==> src/rtl/alu_pkg.sv <==
// Shared definitions for the ALU sequencer: ALU control codes, ALUOp and
// funct encodings, the sequencer state enum and the decoded-op record.
// Subtract is always issued as add with an inverted B operand and carry-in
// of 1, so the ALU's own subtract code (0110) has no constant here.
package alu_pkg;

  localparam logic [3:0] CNTL_AND = 4'b0000;
  localparam logic [3:0] CNTL_OR  = 4'b0001;
  localparam logic [3:0] CNTL_ADD = 4'b0010;
  localparam logic [3:0] CNTL_XOR = 4'b0011;
  localparam logic [3:0] CNTL_NOR = 4'b1100;

  localparam logic [1:0] ALUOP_ADD   = 2'b00;
  localparam logic [1:0] ALUOP_SUB   = 2'b01;
  localparam logic [1:0] ALUOP_RTYPE = 2'b10;
  localparam logic [1:0] ALUOP_BAD   = 2'b11;

  localparam logic [5:0] FUNCT_ADD  = 6'b100000;
  localparam logic [5:0] FUNCT_ADDU = 6'b100001;
  localparam logic [5:0] FUNCT_SUB  = 6'b100010;
  localparam logic [5:0] FUNCT_SUBU = 6'b100011;
  localparam logic [5:0] FUNCT_AND  = 6'b100100;
  localparam logic [5:0] FUNCT_OR   = 6'b100101;
  localparam logic [5:0] FUNCT_XOR  = 6'b100110;
  localparam logic [5:0] FUNCT_NOR  = 6'b100111;
  localparam logic [5:0] FUNCT_SLT  = 6'b101010;

  typedef enum logic [1:0] {
    ST_IDLE = 2'd0,
    ST_LO   = 2'd1,
    ST_HI   = 2'd2,
    ST_RESP = 2'd3
  } state_t;

  typedef struct packed {
    logic [3:0] cntl;
    logic       invert_b;
    logic       carry_init;
    logic       is_slt;
    logic       ov_en;
    logic       is_logic;
    logic       illegal;
  } dec_op_t;

endpackage

==> src/rtl/alu_ctl_decode.sv <==
// Combinational decode of ALUOp/funct/wide into the ALU control record.
// Ports:
//   aluop  in  2   MIPS ALUOp
//   funct  in  6   MIPS funct field (used when aluop = R-type)
//   wide   in  1   64-bit two-pass request
//   op     out     decoded op (control code, B inversion, carry-in, flags)
import alu_pkg::*;

module alu_ctl_decode #(
  parameter bit WIDE_EN = 1'b1
) (
  input  logic [1:0] aluop,
  input  logic [5:0] funct,
  input  logic       wide,
  output dec_op_t    op
);

  always_comb begin
    op      = '0;
    op.cntl = CNTL_ADD;
    case (aluop)
      ALUOP_ADD: op.ov_en = 1'b1;
      // aluop 01 is the unsigned-style subtract: never reports overflow
      ALUOP_SUB: begin
        op.invert_b   = 1'b1;
        op.carry_init = 1'b1;
      end
      ALUOP_RTYPE: begin
        case (funct)
          FUNCT_ADD:  op.ov_en = 1'b1;
          FUNCT_ADDU: op.ov_en = 1'b0;
          FUNCT_SUB: begin
            op.invert_b   = 1'b1;
            op.carry_init = 1'b1;
            op.ov_en      = 1'b1;
          end
          FUNCT_SUBU: begin
            op.invert_b   = 1'b1;
            op.carry_init = 1'b1;
          end
          FUNCT_AND: begin
            op.cntl     = CNTL_AND;
            op.is_logic = 1'b1;
          end
          FUNCT_OR: begin
            op.cntl     = CNTL_OR;
            op.is_logic = 1'b1;
          end
          FUNCT_XOR: begin
            op.cntl     = CNTL_XOR;
            op.is_logic = 1'b1;
          end
          FUNCT_NOR: begin
            op.cntl     = CNTL_NOR;
            op.is_logic = 1'b1;
          end
          // slt runs as a subtract; the sign-corrected MSB becomes the result
          FUNCT_SLT: begin
            op.invert_b   = 1'b1;
            op.carry_init = 1'b1;
            op.is_slt     = 1'b1;
          end
          default: op.illegal = 1'b1;
        endcase
      end
      ALUOP_BAD: op.illegal = 1'b1;
    endcase
    if (wide && (op.is_slt || !WIDE_EN)) op.illegal = 1'b1;
  end

endmodule

==> src/rtl/alu_sequencer.sv <==
// Sequencer between EX-stage issue and the 32-bit ALU. Accepts one request,
// issues one (narrow) or two chained (wide) ALU passes, and returns a
// masked result with clean flags over a valid/ready handshake.
// Ports:
//   clk, rst_n                  clock, synchronous active-low reset
//   req_valid/req_ready         request handshake
//   req_aluop/funct/wide/a/b    request fields, sampled only on accept
//   alu_a/b/cntl/carry_in       registered ALU drive (B pre-inverted for sub)
//   alu_out/zero/carry_out/overflow   ALU results (flags may float on logic ops)
//   rsp_valid/rsp_ready         response handshake
//   rsp_result/zero/carry/overflow/illegal   response, held until taken
//
// state   | meaning
// IDLE    | req_ready=1, waiting for a request
// LO      | ALU computing low word; capture it, issue high word if wide
// HI      | ALU computing high word with chained carry; capture it
// RESP    | rsp_valid=1, response held until rsp_ready
import alu_pkg::*;

module alu_sequencer #(
  parameter bit WIDE_EN = 1'b1
) (
  input  logic        clk,
  input  logic        rst_n,
  input  logic        req_valid,
  output logic        req_ready,
  input  logic [1:0]  req_aluop,
  input  logic [5:0]  req_funct,
  input  logic        req_wide,
  input  logic [63:0] req_a,
  input  logic [63:0] req_b,
  output logic [31:0] alu_a,
  output logic [31:0] alu_b,
  output logic [3:0]  alu_cntl,
  output logic        alu_carry_in,
  input  logic [31:0] alu_out,
  input  logic        alu_zero,
  input  logic        alu_carry_out,
  input  logic        alu_overflow,
  output logic        rsp_valid,
  input  logic        rsp_ready,
  output logic [63:0] rsp_result,
  output logic        rsp_zero,
  output logic        rsp_carry,
  output logic        rsp_overflow,
  output logic        rsp_illegal
);

  state_t      state;
  dec_op_t     dec;
  logic        wide_q, is_slt_q, is_logic_q, ov_en_q;
  logic [31:0] a_hi_q, b_hi_q;
  logic        carry_clean, ov_clean, slt_bit;

  alu_ctl_decode #(.WIDE_EN(WIDE_EN)) u_decode (
    .aluop (req_aluop),
    .funct (req_funct),
    .wide  (req_wide),
    .op    (dec)
  );

  // AND-gating keeps a floating ALU flag from ever reaching a register
  assign carry_clean = alu_carry_out & ~is_logic_q;
  assign ov_clean    = alu_overflow & ov_en_q;
  assign slt_bit     = alu_out[31] ^ alu_overflow;

  always_ff @(posedge clk) begin
    if (!rst_n) begin
      state        <= ST_IDLE;
      wide_q       <= 1'b0;
      is_slt_q     <= 1'b0;
      is_logic_q   <= 1'b0;
      ov_en_q      <= 1'b0;
      a_hi_q       <= '0;
      b_hi_q       <= '0;
      req_ready    <= 1'b0;
      alu_a        <= '0;
      alu_b        <= '0;
      alu_cntl     <= 4'b0000;
      alu_carry_in <= 1'b0;
      rsp_valid    <= 1'b0;
      rsp_result   <= '0;
      rsp_zero     <= 1'b0;
      rsp_carry    <= 1'b0;
      rsp_overflow <= 1'b0;
      rsp_illegal  <= 1'b0;
    end else begin
      case (state)
        ST_IDLE: begin
          req_ready <= 1'b1;
          if (req_valid && req_ready) begin
            req_ready    <= 1'b0;
            wide_q       <= req_wide;
            is_slt_q     <= dec.is_slt;
            is_logic_q   <= dec.is_logic;
            ov_en_q      <= dec.ov_en;
            a_hi_q       <= req_a[63:32];
            b_hi_q       <= dec.invert_b ? ~req_b[63:32] : req_b[63:32];
            rsp_result   <= '0;
            rsp_zero     <= 1'b0;
            rsp_carry    <= 1'b0;
            rsp_overflow <= 1'b0;
            rsp_illegal  <= dec.illegal;
            if (dec.illegal) begin
              rsp_valid <= 1'b1;
              state     <= ST_RESP;
            end else begin
              alu_a        <= req_a[31:0];
              alu_b        <= dec.invert_b ? ~req_b[31:0] : req_b[31:0];
              alu_cntl     <= dec.cntl;
              alu_carry_in <= dec.carry_init;
              state        <= ST_LO;
            end
          end
        end
        ST_LO: begin
          rsp_result[31:0] <= alu_out;
          rsp_zero         <= alu_zero;
          rsp_carry        <= carry_clean;
          rsp_overflow     <= ov_clean;
          if (wide_q) begin
            alu_a        <= a_hi_q;
            alu_b        <= b_hi_q;
            alu_carry_in <= carry_clean;
            state        <= ST_HI;
          end else begin
            rsp_valid <= 1'b1;
            state     <= ST_RESP;
            if (is_slt_q) begin
              rsp_result   <= {63'b0, slt_bit};
              rsp_zero     <= ~slt_bit;
              rsp_carry    <= 1'b0;
              rsp_overflow <= 1'b0;
            end
          end
        end
        ST_HI: begin
          rsp_result[63:32] <= alu_out;
          rsp_zero          <= rsp_zero & alu_zero;
          rsp_carry         <= carry_clean;
          rsp_overflow      <= ov_clean;
          rsp_valid         <= 1'b1;
          state             <= ST_RESP;
        end
        ST_RESP: begin
          if (rsp_ready) begin
            rsp_valid <= 1'b0;
            req_ready <= 1'b1;
            state     <= ST_IDLE;
          end
        end
        default: state <= ST_IDLE;
      endcase
    end
  end

endmodule

==> config.mk <==
export PLATFORM = sky130hd
export DESIGN_NAME = alu_sequencer
export DESIGN_NICKNAME = d
export VERILOG_FILES = /design/src/rtl/alu_pkg.sv /design/src/rtl/alu_ctl_decode.sv /design/src/rtl/alu_sequencer.sv
export SDC_FILE = /design/constraint.sdc
export NUM_CORES = 1
export LEC_CHECK = 0
export ABC_AREA = 1
export CAP_MARGIN = 20
export CORE_MARGIN = 5
export CORE_UTILIZATION = 33
export DETAILED_ROUTE_END_ITERATION = 7
export HOLD_SLACK_MARGIN = 0.12
export PLACE_DENSITY = 0.71
export SLEW_MARGIN = 25
export SYNTH_ARGS = -nofsm -noshare
export SYNTH_HDL_FRONTEND = slang
export SYNTH_SLANG_ARGS = --single-unit
==> constraint.sdc <==
create_clock -name clk -period 2.1 [get_ports clk]
set_input_delay 0.315 -clock clk [delete_from_list [all_inputs] [get_ports clk]]
set_output_delay 0.315 -clock clk [all_outputs]
set_load 0.005 [all_outputs]
==> metrics.txt, run 1 <==
# TYPE chip_impl_metric gauge
chip_impl_metric{name="hold_depth",unit=""} 3
chip_impl_metric{name="power.total",unit="mW"} 16.5
chip_impl_metric{name="detailedPlacementHpwl",unit="um"} 22200
chip_impl_metric{name="floorplan.die.width",unit="um"} 182
chip_impl_metric{name="globalplace.congestion",unit=""} 0.840
chip_impl_metric{name="holdBufCountCts",unit=""} 0
chip_impl_info{name="critical-path-slowest-cell",value="dfxtp_1"} 1
chip_impl_metric{name="power.density",unit="nW/um^2"} 1150
chip_impl_metric{name="synth.cell_area",unit="um^2"} 9730
chip_impl_metric{name="cts_setup_buffers",unit=""} 0
chip_impl_metric{name="timing.critical_path.slowest_cell_delay",unit="ps"} 410
chip_impl_metric{name="grt_overflow_total",unit=""} 0
chip_impl_metric{name="cts_max_path_buffers",unit=""} 3
chip_impl_metric{name="syn-mean-instance-area",unit="um^2"} 6.85
chip_impl_metric{name="final_slew_viol_count",unit=""} 0
chip_impl_metric{name="worst-path-max-fanout",unit=""} 71
chip_impl_metric{name="post_route_cells_drive_above_1_share",unit="%"} 6.01
chip_impl_info{name="yosys.area.top_type",value="dfxtp_1"} 1
chip_impl_metric{name="slew_headroom",unit="%"} 61.6
chip_impl_info{name="worstHoldEndpoint",value="alu_b[27]"} 1
chip_impl_metric{name="finalClockSkew",unit="ps"} 11.7
chip_impl_metric{name="worst_skew_pair.late_latency",unit="ps"} 520
chip_impl_metric{name="cts_htree_levels",unit=""} 1
chip_impl_metric{name="core_region_area",unit="um^2"} 28900
chip_impl_metric{name="synth_top_area_share",unit="%"} 42.8
chip_impl_info{name="outcome",value="finished, final reports clean"} 1
chip_impl_metric{name="tritoncts.num_buffers",unit=""} 25
chip_impl_metric{name="wl_per_cell",unit="um"} 15.2
chip_impl_metric{name="detail_route.iter0.violations",unit=""} 660
chip_impl_info{name="worst_setup_path_end_kind",value="register"} 1
chip_impl_metric{name="firstDrtPassIters",unit=""} 7
chip_impl_info{name="hp-class",value="input port to register"} 1
chip_impl_metric{name="place_area",unit="um^2"} 13500
chip_impl_metric{name="core.rowCount",unit=""} 62
chip_impl_info{name="cpLargestDelayFamily",value="buffers and inverters"} 1
chip_impl_metric{name="die_area",unit="um^2"} 33000
chip_impl_metric{name="cp_data_arrival_time",unit="ps"} 2340
chip_impl_metric{name="placement.io_buffers",unit=""} 314
chip_impl_metric{name="syn-instance-count",unit=""} 1422
chip_impl_metric{name="number_of_hold_violations_in_the_final_report",unit=""} 0
chip_impl_metric{name="netlist-cell-type-count",unit=""} 25
chip_impl_metric{name="grt_start_max_net_pins",unit=""} 98
chip_impl_metric{name="cts.repair.resized",unit=""} 0
chip_impl_metric{name="mappedNetlistNets",unit=""} 1607
chip_impl_info{name="ys_top_cells_by_area",value="dfxtp_1 43%, nand2_1 16%, nor2_1 6.7%"} 1
chip_impl_info{name="regToRegEndpoint",value="alu_b[22]"} 1
chip_impl_metric{name="drcViolationCount",unit=""} 0
chip_impl_metric{name="clock-sinks",unit=""} 208
chip_impl_metric{name="final.hold.worst_slack",unit="ps"} 193
chip_impl_metric{name="worstPathRequired",unit="ps"} 2520
chip_impl_metric{name="grt_usage",unit="%"} 18.3
chip_impl_metric{name="nets",unit=""} 1900
chip_impl_metric{name="detail_routed_via_count_per_cell",unit=""} 4.67
chip_impl_metric{name="min_period",unit="ps"} 1920
chip_impl_info{name="worst-setup-path-type",value="register to register"} 1
chip_impl_metric{name="yosys_register_bits",unit=""} 208
chip_impl_metric{name="ir_drop",unit="V"} 0.000647
chip_impl_info{name="r2r_start",value="state[1]"} 1
chip_impl_info{name="tritoncts_clock_tree",value="built"} 1
chip_impl_metric{name="fmax",unit="MHz"} 521
chip_impl_metric{name="floorplan.io_pins",unit=""} 315
chip_impl_metric{name="antenna_found_initial",unit=""} 4
chip_impl_metric{name="areaGrowthSynthToFinish",unit="%"} 47.1
chip_impl_metric{name="max_cap_viol_count",unit=""} 0
chip_impl_metric{name="critical_path.n_buffers_inverters",unit=""} 4
chip_impl_metric{name="reg2regPathDepth",unit=""} 10
chip_impl_info{name="worst_setup_path_start_kind",value="register"} 1
chip_impl_metric{name="finalWirelength",unit="um"} 32100
chip_impl_metric{name="grt_pass1_vias",unit=""} 9400
chip_impl_metric{name="setup_viol",unit=""} 0
chip_impl_metric{name="antenna_left",unit=""} 0
chip_impl_metric{name="period_share",unit="%"} 91.5
chip_impl_metric{name="yosysWarnings",unit=""} 0
chip_impl_metric{name="initial_utilization",unit="%"} 33.6
chip_impl_metric{name="r2r_setup_slack",unit="ps"} 180
chip_impl_info{name="grt_setup_unrepaired",value="false"} 1
chip_impl_metric{name="worstMarginPinSlew",unit="ps"} 576
chip_impl_info{name="hold_path.startpoint",value="rst_n"} 1
chip_impl_metric{name="total_number_of_vias",unit=""} 9883
chip_impl_metric{name="grt_pass1_wl",unit="um"} 50600
chip_impl_metric{name="post_synthesis_sequential_area_ratio",unit="%"} 42.8
chip_impl_metric{name="die_y",unit="um"} 182
chip_impl_metric{name="post-route-cell-area",unit="um^2"} 14300
chip_impl_metric{name="clkTransAtPathRegs",unit="ps"} 60
chip_impl_metric{name="power_leakage",unit="nW"} 6.24
chip_impl_info{name="cp_cell_sequence",value="inv_1, ha_4, inv_2, buf_12, nand3_1, buf_12, nand2_1, nand2_1, nor2_1, nor2_1"} 1
chip_impl_info{name="cts-root-buf",value="clkbuf_16"} 1
[cells by family after synthesis]
| group | synth area share [%] |
|---|---|
| XOR/XNOR | 2.97 |
| adder cells (fa/ha/maj) | 1.16 |
| buffers and inverters | 9.96 |
| flip-flops | 42.8 |
| AND/OR/NAND/NOR | 29.3 |
| AO/OA/AOI/OAI | 11.5 |
| multiplexers | 2.37 |
[worst max path at each step]
stage / end / slack (ps) / start / cells past startpoint
floorplan: alu_b[5] / 260 / state[0] / 11
global placement: alu_b[18] / -140 / req_aluop[1] / 12
detailed placement: alu_b[11] / -180 / req_aluop[1] / 12
CTS: alu_cntl[0] / 80 / state[1] / 11
global route: rsp_result[16] / 20 / state[1] / 11
finish: alu_b[22] / 180 / state[1] / 10
[cell type report]
cell class	count	area [um^2]
Antenna cell	4	10.0
Clock buffer	34	719
Clock inverter	8	77.6
Fill cell	2788	14600
Inverter	143	539
Multi-Input combinational cell	973	4630
Sequential cell	208	4160
Tap cell	384	480
Timing Repair Buffer	364	3700
[cell usage after synthesis, drive strengths merged]
master  number
nand2      416
dfxtp      208
nor2       177
inv        143
a21oi      107
nand3       73
clkbuf      60
o21ai       60
buf         38
nand4       38
xor2        33
o21a        32
mux2i       23
ha           9
a22oi        2
o211ai       2
o211a        1
[worst register-to-register path, stage by stage, from the launching register on]
cell     delay, ps
dfxtp_1        410
inv_1          130
ha_4           180
inv_2          120
buf_12         280
nand3_1        200
buf_12         200
nand2_1        100
nand2_1         70
nor2_1          90
nor2_1          50
[power by group]
group          switching [mW]  leakage [nW]  internal (mW)
Sequential              0.536          1.69           4.93
Combinational            3.79          4.16           3.04
Clock                    1.73         0.390           2.51
Total                    6.05          6.24           10.5
[placed cells by master, fill, tap and decap left out, types with 2 or more instances in the layout]
cell	netlist	final
ha_1	9	8
buf_12	0	14
mux2i_1	23	23
nor2_2	1	2
o21ai_0	59	59
a22oi_1	2	2
clkbuf_16	0	25
inv_1	137	137
clkinvlp_4	0	2
buf_6	2	3
o21a_1	32	32
clkinv_2	0	3
a21oi_1	107	107
inv_6	0	2
nand3_1	71	71
clkdlybuf4s50_1	0	313
xor2_1	33	33
nor2_1	175	174
nand4_1	38	38
clkbuf_8	0	6
inv_2	6	5
buf_4	7	34
diode_2	0	4
o211ai_1	2	2
nand2_1	416	415
dfxtp_1	208	208
clkbuf_1	60	3
[through the flow]
stage	instances	setup WS (ps)	TNS, ps	util (%)
2_1_floorplan	1422	264	0	-
3_3_place_gp	2072	-135	-6690	46.6
3_5_place_dp	2072	-185	-10190	46.6
4_1_cts	2114	83.0	0	49.4
5_1_grt	2117	17.0	0	49.5
6_report	2118	179	0	49.5
[state kept, by name, summed over array words and instances, names as in the netlist]
signal        count
alu_carry_in      1
alu_b            32
rsp_overflow      1
a_hi_q           32
is_slt_q          1
alu_a            32
rsp_zero          1
rsp_result       64
is_logic_q        1
rsp_illegal       1
b_hi_q           32
rsp_valid         1
state             2
rsp_carry         1
wide_q            1
req_ready         1
alu_cntl          3
ov_en_q           1
[metal layers]
layer | track usage (%) | vias up | routed length [um]
met1 | 23.3 | 4452 | 13700
li1 | - | 5049 | -
met3 | 3.16 | 63 | 1820
met5 | 0 | - | 12
met4 | 6.45 | 2 | 982
met2 | 31.5 | 317 | 15600
(Power assumes the default switching activity.)
==> run 2: changes to the inputs <==
--- a/config.mk
+++ b/config.mk
@@ -8,10 +8,10 @@
 export ABC_AREA = 1
 export CAP_MARGIN = 20
 export CORE_MARGIN = 5
-export CORE_UTILIZATION = 33
+export CORE_UTILIZATION = 47
 export DETAILED_ROUTE_END_ITERATION = 7
 export HOLD_SLACK_MARGIN = 0.12
-export PLACE_DENSITY = 0.71
+export PLACE_DENSITY = 0.91
 export SLEW_MARGIN = 25
 export SYNTH_ARGS = -nofsm -noshare
 export SYNTH_HDL_FRONTEND = slang
==> run 2 against run 1 <==
Total power down 0.23%. Core utilization up 20 points. Clock power down 4%. Critical path depth unchanged. Sequential share of layout area up 0.44 points. Via count up 4.0%. Cell area down 1.5%. Clock skew up 7.8 ps. Count of clock-buffer cells in the layout down 3. Maximum frequency down 1.5%. Combinational power up 2%. Largest power group unchanged.
==> metrics.txt, run 2 (synthesis results as in run 1) <==
# TYPE chip_impl_metric gauge
chip_impl_metric{name="placed_cells_incl_taps",unit=""} 1949
chip_impl_info{name="worstHoldEndpoint",value="alu_carry_in"} 1
chip_impl_info{name="hp-class",value="input port to register"} 1
chip_impl_metric{name="power.density",unit="nW/um^2"} 1170
chip_impl_metric{name="largest_register_ff_count",unit=""} 64
chip_impl_metric{name="post_route_cells_drive_above_1_share",unit="%"} 5.64
chip_impl_info{name="r2r_start",value="state[1]"} 1
chip_impl_metric{name="tritoncts.num_buffers",unit=""} 23
chip_impl_metric{name="worstMarginPinSlew",unit="ps"} 693
chip_impl_metric{name="detail_route.iter0.violations",unit=""} 712
chip_impl_metric{name="grt_usage",unit="%"} 25.2
chip_impl_metric{name="cp_data_arrival_time",unit="ps"} 2350
chip_impl_metric{name="globalplace.congestion",unit=""} 0.882
chip_impl_metric{name="grt_pass1_wl",unit="um"} 50200
chip_impl_metric{name="floorplan.die.width",unit="um"} 154
chip_impl_metric{name="r2r_setup_slack",unit="ps"} 150
chip_impl_info{name="regToRegEndpoint",value="alu_b[12]"} 1
chip_impl_metric{name="cts_max_path_buffers",unit=""} 3
chip_impl_metric{name="die_y",unit="um"} 154
chip_impl_info{name="most-common-layout-cells",value="415 x nand2_1, 313 x clkdlybuf4s50_1, 208 x dfxtp_1"} 1
chip_impl_info{name="worst-setup-path-type",value="register to register"} 1
chip_impl_metric{name="detailedPlacementHpwl",unit="um"} 22000
chip_impl_metric{name="reg2regPathDepth",unit=""} 10
chip_impl_metric{name="finalWirelength",unit="um"} 31500
chip_impl_metric{name="antenna_found_initial",unit=""} 1
chip_impl_metric{name="grt_pass1_vias",unit=""} 10100
chip_impl_metric{name="firstDrtPassIters",unit=""} 5
chip_impl_info{name="outcome",value="finished, final reports clean"} 1
chip_impl_metric{name="final_slew_viol_count",unit=""} 0
chip_impl_metric{name="layout.filler_cells",unit=""} 1559
chip_impl_metric{name="cts_setup_buffers",unit=""} 0
chip_impl_metric{name="nets",unit=""} 1889
chip_impl_metric{name="total_number_of_vias",unit=""} 10300
chip_impl_metric{name="core.rowCount",unit=""} 52
chip_impl_metric{name="power_leakage",unit="nW"} 6.20
chip_impl_metric{name="period_share",unit="%"} 92.9
chip_impl_metric{name="grt_overflow_total",unit=""} 0
chip_impl_metric{name="fin_cells",unit=""} 1991
chip_impl_info{name="worst_setup_path_start_kind",value="register"} 1
chip_impl_metric{name="antenna_left",unit=""} 0
chip_impl_metric{name="worst_skew_pair.late_latency",unit="ps"} 510
chip_impl_metric{name="min_period",unit="ps"} 1950
chip_impl_metric{name="placement.io_buffers",unit=""} 314
chip_impl_metric{name="hold_depth",unit=""} 3
chip_impl_info{name="hold_path.startpoint",value="rst_n"} 1
chip_impl_metric{name="drcViolationCount",unit=""} 0
chip_impl_info{name="worst_setup_path_end_kind",value="register"} 1
chip_impl_metric{name="initial_utilization",unit="%"} 48.0
chip_impl_metric{name="max_cap_viol_count",unit=""} 0
chip_impl_metric{name="core_region_area",unit="um^2"} 20300
chip_impl_info{name="regMostFlops",value="rsp_result"} 1
chip_impl_info{name="most_common_cell_after_layout_fill_and_taps_aside",value="nand2_1"} 1
chip_impl_metric{name="floorplan.io_pins",unit=""} 315
chip_impl_metric{name="slew_headroom",unit="%"} 53.8
chip_impl_metric{name="grt_start_max_net_pins",unit=""} 115
chip_impl_metric{name="cts_htree_levels",unit=""} 1
chip_impl_metric{name="holdBufCountCts",unit=""} 0
chip_impl_metric{name="clkTransAtPathRegs",unit="ps"} 60
chip_impl_metric{name="clock-sinks",unit=""} 208
chip_impl_metric{name="fmax",unit="MHz"} 513
chip_impl_metric{name="worstPathRequired",unit="ps"} 2500
chip_impl_metric{name="worst-path-max-fanout",unit=""} 32
chip_impl_metric{name="detail_routed_via_count_per_cell",unit=""} 5.16
chip_impl_info{name="tritoncts_clock_tree",value="built"} 1
chip_impl_info{name="grt_setup_unrepaired",value="false"} 1
chip_impl_metric{name="areaGrowthSynthToFinish",unit="%"} 44.9
chip_impl_metric{name="ir_drop",unit="V"} 0.000736
chip_impl_metric{name="setup_viol",unit=""} 0
chip_impl_metric{name="number_of_hold_violations_in_the_final_report",unit=""} 0
chip_impl_metric{name="die_area",unit="um^2"} 23700
chip_impl_metric{name="finalClockSkew",unit="ps"} 19.5
chip_impl_info{name="cts-root-buf",value="clkbuf_16"} 1
chip_impl_metric{name="wl_per_cell",unit="um"} 15.8
chip_impl_metric{name="insertedDiodeCount",unit=""} 0
chip_impl_metric{name="final.hold.worst_slack",unit="ps"} 208
run 2: cell types whose count changed in the layout (fill, tap and decap cells not counted), moves of 2 or more:
cell	previous run	this run
diode_2	4	0
buf_4	34	25
buf_6	3	1
clkbuf_16	25	23
buf_12	14	16
clkinv_2	3	6
inv_2	5	7
run 2: per-stage QoR:
step	setup TNS [ps]	power [mW]	utilization (%)	cell area [um^2]	setup slack [ps]
2_1_floorplan	0	9.20	-	9730	264
3_3_place_gp	-7580	12.1	65.6	13300	-130
3_5_place_dp	-14110	12.4	65.6	13300	-205
4_1_cts	0	16.5	69.4	14100	62.1
5_1_grt	0	17.5	69.5	14100	1.37
6_report	0	16.5	69.5	14100	150
run 2: where the power goes:
group	total [mW]	switching (mW)	internal, mW
clock	4.05	1.60	2.44
combinational	6.97	3.87	3.10
sequential	5.47	0.539	4.93
run 2: how the worst max path moves through the flow:
stage | from | endpoint | slack [ps]
finish | state[1] | alu_b[12] | 150
global placement | req_aluop[0] | alu_b[1] | -130
detailed placement | req_aluop[1] | alu_b[4] | -210
CTS | state[1] | rsp_result[46] | 60
floorplan | state[0] | alu_b[5] | 260
global route | state[1] | alu_b[12] | 1
run 2: critical path: stages, from the launching register on:
cell and delay (ps):
dfxtp_1 410, inv_1 140, ha_4 200, inv_2 110, buf_4 260, nand3_1 190
buf_12 220, nand2_1 70, nand2_1 60, nor2_1 110, nor2_1 50
run 2: area by class of cell:
cell class	instances	area [um^2]	share of cell area, %
clock inverter	11	115	0.816
sequential	208	4160	29.5
multi-input combinational	973	4640	32.9
tap	270	338	2.40
timing repair buffer	355	3650	25.9
inverter	143	537	3.81
clock buffer	31	656	4.65
run 2: what timing repair did:
item,in CTS,in global routing
resized for setup,1,4
setup endpoints to repair,2,28
pin swaps,0,1
run 2: routing by layer:
metal	GRT usage, %	part of all wire [%]
met4	11.1	4.8
met2	45.2	50
met3	3.82	6.6
met5	0	0.041
met1	29.7	39
==> run 3: changes to the inputs <==
--- a/config.mk
+++ b/config.mk
@@ -12,7 +12,7 @@
 export DETAILED_ROUTE_END_ITERATION = 7
 export HOLD_SLACK_MARGIN = 0.12
 export PLACE_DENSITY = 0.91
-export SLEW_MARGIN = 25
+export SLEW_MARGIN = 5
 export SYNTH_ARGS = -nofsm -noshare
 export SYNTH_HDL_FRONTEND = slang
 export SYNTH_SLANG_ARGS = --single-unit
==> results of run 3 <==
Same layout as run 2: the final DEF is identical, and so are final timing and power.
